### config.mk
export PLATFORM = sky130hd
export DESIGN_NAME = ahb_master_if
export DESIGN_NICKNAME = d
export VERILOG_FILES = /design/src/rtl/ahb_master_if.sv
export SDC_FILE = /design/constraint.sdc
export NUM_CORES = 1
export LEC_CHECK = 0
export BUFFER_PORTS_ARGS = -buffer_cell sky130_fd_sc_hd__buf_2
export CAP_MARGIN = 10
export CORE_MARGIN = 5
export CORE_UTILIZATION = 30
export CTS_BUF_LIST = sky130_fd_sc_hd__clkbuf_2
export DETAILED_ROUTE_END_ITERATION = 16
export PLACE_DENSITY = 0.5
export SYNTH_ARGS = -nofsm -noshare
export SYNTH_HDL_FRONTEND = slang
export SYNTH_SLANG_ARGS = --single-unit
### constraint.sdc
create_clock -name ahb_clk_in -period 7.8 [get_ports ahb_clk_in]
set_input_delay 0 -clock ahb_clk_in [delete_from_list [all_inputs] [get_ports ahb_clk_in]]
set_output_delay 0 -clock ahb_clk_in [all_outputs]
set_load 0.01 [all_outputs]
### src/rtl/ahb_master_if.sv
// AHB-Lite burst master: turns one user command into a SINGLE/INCR/WRAP burst.
// One command is in flight at a time; ERROR responses abort the burst.
module ahb_master_if #(
  parameter int unsigned AHB_DATA_WIDTH = 32,
  parameter int unsigned AHB_ADDR_WIDTH = 32
) (
  input  logic                      ahb_clk_in,
  input  logic                      ahb_rstn_in,
  input  logic                      cmd_valid_in,
  output logic                      cmd_ready_out,
  input  logic [AHB_ADDR_WIDTH-1:0] cmd_addr_in,
  input  logic                      cmd_write_in,
  input  logic [2:0]                cmd_size_in,
  input  logic [2:0]                cmd_burst_in,
  input  logic [AHB_DATA_WIDTH-1:0] wdata_in,
  output logic                      wdata_ready_out,
  output logic [AHB_DATA_WIDTH-1:0] rdata_out,
  output logic                      rdata_valid_out,
  output logic                      done_out,
  output logic                      error_out,
  output logic [AHB_ADDR_WIDTH-1:0] ahb_addr_out,
  output logic [1:0]                ahb_trans_out,
  output logic [2:0]                ahb_burst_out,
  output logic [2:0]                ahb_size_out,
  output logic                      ahb_write_out,
  output logic [AHB_DATA_WIDTH-1:0] ahb_wdata_out,
  input  logic [AHB_DATA_WIDTH-1:0] ahb_rdata_in,
  input  logic                      ahb_ready_in,
  input  logic                      ahb_resp_in
);
  localparam int unsigned DW = AHB_DATA_WIDTH;
  localparam int unsigned AW = AHB_ADDR_WIDTH;
  localparam int unsigned BW = 5;

  localparam logic [1:0] HTRANS_IDLE   = 2'b00;
  localparam logic [1:0] HTRANS_NONSEQ = 2'b10;
  localparam logic [1:0] HTRANS_SEQ    = 2'b11;

  typedef enum logic [1:0] {ST_IDLE, ST_ADDR, ST_DATA_LAST, ST_ERR} state_t;

  state_t         state_q, state_d;
  logic [BW-1:0]  beats_q, beats_d;
  logic           dpend_q, dpend_d;
  logic [AW-1:0]  addr_d;
  logic [1:0]     trans_d;
  logic [2:0]     burst_d, size_d;
  logic           write_d;
  logic [DW-1:0]  wdata_d, rdata_d;
  logic           rvalid_d, done_d, err_d;

  function automatic logic [BW-1:0] burst_len(input logic [2:0] burst);
    case (burst[2:1])
      2'd0:    return BW'(1);
      2'd1:    return BW'(4);
      2'd2:    return BW'(8);
      default: return BW'(16);
    endcase
  endfunction

  // WRAP bursts keep the bits above the wrap span and roll the low bits over
  function automatic logic [AW-1:0] next_addr(input logic [AW-1:0] addr,
                                              input logic [2:0]    size,
                                              input logic [2:0]    burst);
    logic [AW-1:0] step;
    logic [AW-1:0] mask;
    logic [AW-1:0] incr;
    step = AW'(1) << size;
    mask = (AW'(burst_len(burst)) << size) - AW'(1);
    incr = addr + step;
    if (!burst[0] && (burst != 3'd0)) return (addr & ~mask) | (incr & mask);
    return incr;
  endfunction

  // Command legality: beat wider than the bus, misaligned start, INCR across 1 KB
  logic [AW-1:0] cmd_step;
  logic [12:0]   cmd_end;
  logic          size_bad, align_bad, kb_cross, cmd_reject, cmd_fire;

  assign cmd_step   = AW'(1) << cmd_size_in;
  assign size_bad   = (32'(8) << cmd_size_in) > 32'(DW);
  assign align_bad  = (cmd_addr_in & (cmd_step - AW'(1))) != '0;
  assign cmd_end    = 13'(cmd_addr_in[9:0]) + (13'(burst_len(cmd_burst_in)) << cmd_size_in);
  assign kb_cross   = cmd_burst_in[0] && (cmd_end > 13'd1024);
  assign cmd_reject = size_bad || align_bad || kb_cross;
  assign cmd_fire   = cmd_valid_in && cmd_ready_out;

  // Write data is taken in the same cycle the write address phase completes
  assign wdata_ready_out = (state_q == ST_ADDR) && ahb_write_out && ahb_ready_in;

  always_ff @(posedge ahb_clk_in or negedge ahb_rstn_in) begin
    if (!ahb_rstn_in) state_q <= ST_IDLE;
    else              state_q <= state_d;
  end

  always_comb begin
    state_d = state_q;
    case (state_q)
      ST_IDLE: begin
        if (cmd_fire && !cmd_reject) state_d = ST_ADDR;
      end
      ST_ADDR: begin
        if (dpend_q && ahb_resp_in && !ahb_ready_in)  state_d = ST_ERR;
        else if (ahb_ready_in && (beats_q == BW'(1))) state_d = ST_DATA_LAST;
      end
      ST_DATA_LAST: begin
        if (ahb_ready_in)     state_d = ST_IDLE;
        else if (ahb_resp_in) state_d = ST_ERR;
      end
      ST_ERR: begin
        if (ahb_ready_in) state_d = ST_IDLE;
      end
      default: state_d = ST_IDLE;
    endcase
  end

  always_comb begin
    addr_d   = ahb_addr_out;
    trans_d  = ahb_trans_out;
    burst_d  = ahb_burst_out;
    size_d   = ahb_size_out;
    write_d  = ahb_write_out;
    wdata_d  = ahb_wdata_out;
    rdata_d  = rdata_out;
    beats_d  = beats_q;
    dpend_d  = dpend_q;
    rvalid_d = 1'b0;
    done_d   = 1'b0;
    err_d    = 1'b0;
    case (state_q)
      ST_IDLE: begin
        if (cmd_fire) begin
          if (cmd_reject) begin
            err_d = 1'b1;
          end else begin
            addr_d  = cmd_addr_in;
            size_d  = cmd_size_in;
            burst_d = cmd_burst_in;
            write_d = cmd_write_in;
            trans_d = HTRANS_NONSEQ;
            beats_d = burst_len(cmd_burst_in);
            dpend_d = 1'b0;
          end
        end
      end
      ST_ADDR: begin
        if (dpend_q && ahb_resp_in && !ahb_ready_in) begin
          trans_d = HTRANS_IDLE;
        end else if (ahb_ready_in) begin
          // Previous beat's data phase and this beat's address phase end together
          if (dpend_q && !ahb_write_out) begin
            rdata_d  = ahb_rdata_in;
            rvalid_d = 1'b1;
          end
          if (ahb_write_out) wdata_d = wdata_in;
          dpend_d = 1'b1;
          beats_d = beats_q - BW'(1);
          if (beats_q > BW'(1)) begin
            addr_d  = next_addr(ahb_addr_out, ahb_size_out, ahb_burst_out);
            trans_d = HTRANS_SEQ;
          end else begin
            trans_d = HTRANS_IDLE;
          end
        end
      end
      ST_DATA_LAST: begin
        if (ahb_ready_in) begin
          dpend_d = 1'b0;
          if (ahb_resp_in) begin
            err_d = 1'b1;
          end else begin
            done_d = 1'b1;
            if (!ahb_write_out) begin
              rdata_d  = ahb_rdata_in;
              rvalid_d = 1'b1;
            end
          end
        end
      end
      ST_ERR: begin
        if (ahb_ready_in) begin
          err_d   = 1'b1;
          dpend_d = 1'b0;
        end
      end
      default: ;
    endcase
  end

  always_ff @(posedge ahb_clk_in or negedge ahb_rstn_in) begin
    if (!ahb_rstn_in) begin
      ahb_addr_out    <= '0;
      ahb_trans_out   <= HTRANS_IDLE;
      ahb_burst_out   <= '0;
      ahb_size_out    <= '0;
      ahb_write_out   <= 1'b0;
      ahb_wdata_out   <= '0;
      rdata_out       <= '0;
      rdata_valid_out <= 1'b0;
      done_out        <= 1'b0;
      error_out       <= 1'b0;
      cmd_ready_out   <= 1'b0;
      beats_q         <= '0;
      dpend_q         <= 1'b0;
    end else begin
      ahb_addr_out    <= addr_d;
      ahb_trans_out   <= trans_d;
      ahb_burst_out   <= burst_d;
      ahb_size_out    <= size_d;
      ahb_write_out   <= write_d;
      ahb_wdata_out   <= wdata_d;
      rdata_out       <= rdata_d;
      rdata_valid_out <= rvalid_d;
      done_out        <= done_d;
      error_out       <= err_d;
      cmd_ready_out   <= (state_d == ST_IDLE);
      beats_q         <= beats_d;
      dpend_q         <= dpend_d;
    end
  end

endmodule

Word-level counts from Yosys, hierarchy flattened
Cells that the tools add are included.
Widths: inputs -> output; s select.
Storage, ports and cells
  register bits after elaboration: 117
  bits of input ports: 108
  output and inout bits: 110
  word-level logic and storage cells: 151
Cells by class
  add/subtract/negate cells: 5
  magnitude comparators: 3
  equal/unequal tests: 19
  shift operators: 5
  mux-type cells: 66
  bitwise logic cells: 7
  reductions and logical operators: 32
Operators with widths (number)
  $mux 32: 13
  $pmux 32 s2: 2
  $and 32x32->32: 3
  $shl 1x3->32 const A: 2
  $sub 32x1->32 const B: 2
  $mux 5: 8
  $add 32x32->32: 1
  $gt 32x6->1 const B: 1
  $not 32->32: 1
  $or 32x32->32: 1
  $reduce_bool 32->1: 1
  $shl 4x3->32 const A: 1
  $shl 5x3->32: 1
  $pmux 5 s3: 2
  $mux 1: 24
  $mux 2: 11
  $ne 2x2->1 const B: 7
  $add 10x13->13: 1
  $gt 13x11->1 const B: 1
  $shl 5x3->13: 1
  $logic_and 1x1->1: 10
  $pmux 5 s2: 1
  $reduce_and 5->1: 2
  $eq 2x2->1 const B: 4
  other kinds (21): 36

Depth between registers and ports, before layout
Gate-level depths: netlist (run 1).
  word-level depth: 17
  depth in mapped cells: 21
  depth with buffers taken out: 16

Worst setup path after synthesis (run 1)
OpenSTA, ideal clock, no wires.
  kind: input port to flip-flop
  start: in cmd_size_in[1]
  end: reg (tool-made name)
  library setup time: 0.070 ns
  data arrival time: 3.340 ns
  data required time: 7.730 ns
  slack: 4.390 ns
  stages: 17
  buffers on the path: 3
  cell sequence: clkbuf_1 > clkbuf_1 > xnor2_1 > nor2_1 > nand2_1 > o21ai_0 > a32o_1 > ha_1 > a221oi_2 > o211ai_1 > or4_1 > o21ai_2 > a21o_1 > buf_6 > a21oi_2 > or4_1 > nand3_1
RTL lines
  from (decl): RTL line 13  | input logic [2:0] cmd_size_in,

==> impl_metrics.toml, run 1 <==
[cells_and_area]
area_growth_pct = 46.6
fillers = 2334
drive_gt1_share_pct = 30.7
nets = 1249
final_util_pct = 44.5
final_cell_mix = "216 x buf_2, 168 x dlygate4sd3_1, 117 x dfrtp_1"
seq_area_sq_um = 2930
layout_commonest_cell = "buf_2"
fin_cells = 1445
multi_input_area_sq_um = 3900

[die]
dieArea_sq_um = 26900
die_w_microns = 164
ioPinCount = 218
die_h_microns = 164
start_util_pct = 30.4
design.core.area_sq_um = 23400
num_rows = 56

[route]
routed_wl_microns = 25700
drcViolationCount = 0
m1WireLength_microns = 11300
vias = 7251
dr_wl_met3_microns = 1910
ant_nets = 0
vias_per_cell = 5.02
first_pass_iters = 5
wl_met2_microns = 12100
drt-initial-drc-count = 336
highest_layer = "met5"
wl_per_cell_microns = 17.8

[clocking]
root_buffer = "clkbuf_2"
path_clk_slew_ns = 0.22
cts_buffers = 17
cts_buffer_depth = 2
htreeDepth = 4
clock_latency_ns = 0.71
cts_hold_buf = 166
cts_tree = "built"
clkSinkCount = 117
post_cts_buffers = 0
cts_resized = 0

[synthesis]
ys_ff_latch = 117
syn_inst = 743
synth-async-reset-ratio_pct = 100
ys_seq_area_share_pct = 41.2
syn_area_sq_um = 7110
ys.warnings.count = 0
synth_fp_nets = 881
synth_top_area_share_pct = 41.2
synth.distinct_cells = 69
synthFlopType = "dfrtp_1"
synth.top_cells.by_area = "dfrtp_1 41%, mux2_2 11%, ha_1 4.9%"
synth-edff-count = 0
synth.largest_area_cell = "dfrtp_1"
avgSynthCellArea_sq_um = 9.57

[worst_setup_path]
critPathMaxFanout = 27
end_kind = "flip-flop"
crit_arrival_ns = 4.63
crit_required_ns = 8.39
crit_chain = "dlygate4sd3_1, buf_2, nor2b_1, a32oi_1, o22ai_1, ha_1, a21o_1, a221oi_2, o211ai_1, or4_1, o21ai_2, a21o_1, a21o_1, nand2_1, a221o_1"
rr_worst_depth = 14
cpMaxStageDelayCell = "a21o_1"
cpPeakStageDelay_ns = 0.81
crit_top_cell = "a21o_1"
critPathLaunchType = "input port"
worstSetupPathType = "in -> reg"

[global_route]
grt_antenna_before_repair = 3
grtUsageTotal_pct = 19.2
grt_overflow = 0
grt_pass1_vias = 7517
grt_max_degree = 70
grt_pass1_wl_microns = 41000

[power]
leakagePower_nw = 4.82
p_per_area_nw_per_um2 = 306
irDropWorstVdd_mv = 0.160

[timing]
period_needed_ns = 4.04
tightest_slew_ns = 0.975
max_freq_ghz = 0.248
fin_setup_tns_ns = 0
finalHoldViolCount = 0
skew_ns = 0.0588
finalSetupViolations = 0
drv_slew = 0
rsz0062_at_grt = "no"
timing.slew.headroom_pct = 35.0
fin_crit_sh_pct = 51.8
fin_hold_ws_ns = 0.101

[min_path]
whs_path_depth = 3
worst_hold_path_type = "in -> reg"

[placement]
dp_hpwl_microns = 17500
numPortBuffers = 217
routabilityCongestion = 0.810
dp.cells = 1242

[run_status]
run_status = "complete, no violations"

[job]
maxCapViolations = 0
-- routing by layer --
layer	global-route usage, %	vias to the layer above
li1	-	3505
met1	24.9	3483
met2	31.4	237
met3	5.77	24
met4	5.03	2
met5	0	-
-- critical path, delay by kind of cell --
kind / cells / cell delay, ns
simple gates: 3 / 0.99
compound gates: 9 / 2.51
buf+inv: 2 / 0.80
fa+ha+maj: 1 / 0.31
-- cell usage after synthesis (5+ instances only) --
library cell	n
o31ai_1	7
a21oi_1	55
nor2b_1	12
nand2b_1	9
nand3_1	23
nor3b_1	5
nand4_1	14
and2_1	7
nor2_1	54
clkbuf_1	34
a211oi_1	8
dfrtp_1	117
o22ai_1	20
a31o_2	6
inv_1	24
or2_2	5
xnor2_1	11
and3_1	15
nor3_1	23
mux2_2	70
o21ai_0	42
a21o_1	10
nor4_1	9
ha_1	28
a31oi_1	9
mux2i_1	8
nand2_1	39
-- final cells by class --
type	count	area share, %
Antenna cell	2	0.0480
Clock buffer	17	0.817
Clock inverter	15	1.52
Inverter	24	0.865
Multi-Input combinational cell	558	37.5
Sequential cell	117	28.1
Tap cell	319	3.83
Timing Repair Buffer	393	27.4
-- cell families after synthesis --
| group | count (synthesis) | share of synthesized area, % |
|---|---|---|
| XOR/XNOR | 14 | 1.72 |
| AO/OA/AOI/OAI | 203 | 18.3 |
| multiplexers | 78 | 12.2 |
| adder cells (fa/ha/maj) | 30 | 5.49 |
| AND/OR/NAND/NOR | 233 | 17.1 |
| flip-flops | 117 | 41.2 |
| buffers and inverters | 68 | 4.03 |
-- where the power goes --
part           internal, W  switching, W  total (W)
registers         0.000865      0.000265    0.00113
logic             0.000750      0.000881    0.00163
clock network     0.000131      0.000299   0.000430
total              0.00175       0.00144    0.00319
-- metrics by stage --
stage	cell area [sq um]	worst slack [ns]	power, W
final	10400	3.76	0.00319
after global routing	10400	3.46	0.00346
after CTS	10400	3.88	0.00321
after detailed placement	8460	3.62	0.00269
after global placement	8460	3.67	0.00268
after floorplan	7110	4.39	0.00211
-- path summary, 6_finish.rpt --
check / startpoint / endpoint / slack [ns]
setup / recovery: cmd_burst_in[2] / flip-flop / 3.76
hold / removal: ahb_rdata_in[18] / rdata_out[18]$_DFFE_PN0P_ / 0.10
setup reg to reg: ahb_size_out[1]$_DFFE_PN0P_ / flip-flop / 3.96
hold reg to reg: ahb_wdata_out[26]$_DFFE_PN0P_ / ahb_wdata_out[26]$_DFFE_PN0P_ / 0.53
max in group asynchronous: ahb_rstn_in / asynchronous set/reset pin / 6.72
min in group asynchronous: ahb_rstn_in / ahb_wdata_out[10]$_DFFE_PN0P_ / 0.42
Power figures use the tool's default switching activity.
==> run 2, diff against run 1 <==
- clock period: 7.8 -> 3.8 ns (I/O delays scaled with it)
==> run 2 against run 1 <==
  * Global-route usage grew 0.39 points
  * Register-to-register slack lost 3.7 ns
  * Total power grew 110%
  * Clock skew shrank 0.021 ns
  * Wire length grew 0.63%
  * Largest power group unchanged
==> impl_metrics.toml, run 2 (synthesis gave the netlist of run 1 again) <==
[die]
dieArea_sq_um = 26900
die_h_microns = 164
ioPinCount = 218
design.core.area_sq_um = 23400
num_rows = 56
start_util_pct = 30.4
die_w_microns = 164

[cells_and_area]
fin_cells = 1476
design_area_sq_um = 10700
nets = 1281
final_cell_mix = "216 x buf_2, 178 x dlygate4sd3_1, 117 x dfrtp_1"
drive_gt1_share_pct = 32.1
area_growth_pct = 51.2
layout_commonest_cell = "buf_2"

[route]
first_pass_iters = 7
drt-initial-drc-count = 382
routed_wl_microns = 25900
ant_nets = 0
drcViolationCount = 0
vias_per_cell = 4.99
vias = 7366
wl_per_cell_microns = 17.5

[power]
p_per_area_nw_per_um2 = 628
power_w = 0.00675
leakagePower_nw = 4.99
p_int_w = 0.00377
irDropWorstVdd_mv = 0.355
p_clk_share_pct = 14.0
p_seq_share_pct = 32.9
combinationalPowerShare_pct = 53.1
switching_share_pct = 44.2
switchingPower_w = 0.00298

[clocking]
clkSinkCount = 117
post_cts_buffers = 0
cts_buffer_depth = 2
path_clk_slew_ns = 0.23
cts_buffers = 17
clock_latency_ns = 0.69
root_buffer = "clkbuf_2"
cts_tree = "built"
htreeDepth = 4

[global_route]
grtUsageTotal_pct = 19.6
grt_overflow = 0
grt_pass1_vias = 7732
grt_max_degree = 62
grt_pass1_wl_microns = 41600
grt_antenna_before_repair = 2

[worst_setup_path]
crit_required_ns = 4.42
crit_arrival_ns = 4.24
critPathLaunchType = "input port"
critPathMaxFanout = 7
rr_worst_depth = 12
end_kind = "flip-flop"
rrSetupSlack_ns = 0.26
worstSetupPathType = "in -> reg"

[job]
maxCapViolations = 0

[run_status]
run_status = "complete, no violations"

[timing]
rsz0062_at_grt = "no"
finalHoldViolCount = 0
fin_setup_tns_ns = 0
fin_crit_sh_pct = 95.3
max_freq_ghz = 0.276
tightest_slew_ns = 0.695
period_needed_ns = 3.62
finalSetupViolations = 0
skew_ns = 0.0378
timing.slew.headroom_pct = 53.5
drv_slew = 0

[placement]
placed_cell_area_sq_um = 8650
dp_hpwl_microns = 17800
numPortBuffers = 217
routabilityCongestion = 0.799
dp.cells = 1264

[min_path]
worst_hold_path_type = "in -> reg"
whs_path_depth = 3
-- run 2: layout make-up --
class | instances | area [sq um]
well taps | 319 | 399
diodes | 1 | 2.50
flip-flops and latches | 117 | 2930
repair buffers | 425 | 3140
inverters | 24 | 90.1
clock buffers | 17 | 85.1
multi-input cells | 558 | 3920
fillers | 2305 | 12700
clock inverters | 15 | 184
-- run 2: repair_timing --
| action | 4_1_cts | 5_1_grt |
|---|---|---|
| setup endpoints to repair | 0 | 1 |
| hold buffers | 179 | 0 |
| endpoints found under the hold margin | 210 | 0 |
| gates resized for setup | 0 | 4 |
-- run 2: worst paths after layout --
path	start	to
worst max-delay path	cmd_size_in[1]	cmd_ready_out$_DFF_PN0_
worst min-delay path	ahb_rdata_in[24]	rdata_out[24]$_DFFE_PN0P_
worst max register to register	ahb_size_out[2]$_DFFE_PN0P_	flip-flop
worst min register to register	ahb_wdata_out[30]$_DFFE_PN0P_	ahb_wdata_out[30]$_DFFE_PN0P_
max in group asynchronous	ahb_rstn_in	asynchronous set/reset pin
min in group asynchronous	ahb_rstn_in	ahb_wdata_out[6]$_DFFE_PN0P_
-- run 2: power by group through the flow --
stage	Clock, W	Sequential, W	Combinational (W)
floorplan	0	0.00238	0.00196
global placement	0	0.00223	0.00339
detailed placement	0	0.00224	0.00341
CTS	0.000999	0.00222	0.00359
global route	0.00104	0.00231	0.00398
finish	0.000943	0.00222	0.00359
-- run 2: worst max-delay path, cell delays in order --
cell,delay (ns)
dlygate4sd3_1,0.53
buf_2,0.17
or2_2,0.30
nor4_1,0.21
ha_1,0.24
fa_1,0.42
nor3_1,0.22
o211ai_1,0.11
or4_1,0.56
o21ai_2,0.18
a21oi_1,0.13
o21ai_2,0.20
buf_4,0.16
a2bb2oi_1,0.16
dlygate4sd3_1,0.59
nor2_1,0.05
-- run 2: metrics by stage --
stage,util [%],hold WS [ns],worst slack (ns)
floorplan,-,-0.296,0.390
global placement,37.0,0.164,0.245
detailed placement,37.0,0.167,0.182
CTS,45.9,0.00237,0.191
global route,45.9,0.00603,0.0106
finish,45.9,0.0924,0.178
-- run 2: layer usage --
| layer | vias to the layer above | routed length [microns] | global-route usage, % |
|---|---|---|---|
| li1 | 3569 | - | - |
| met1 | 3513 | 11100 | 24.8 |
| met2 | 256 | 12400 | 32.5 |
| met3 | 26 | 2000 | 5.75 |
| met4 | 2 | 420 | 5.87 |
| met5 | - | 13 | 0 |
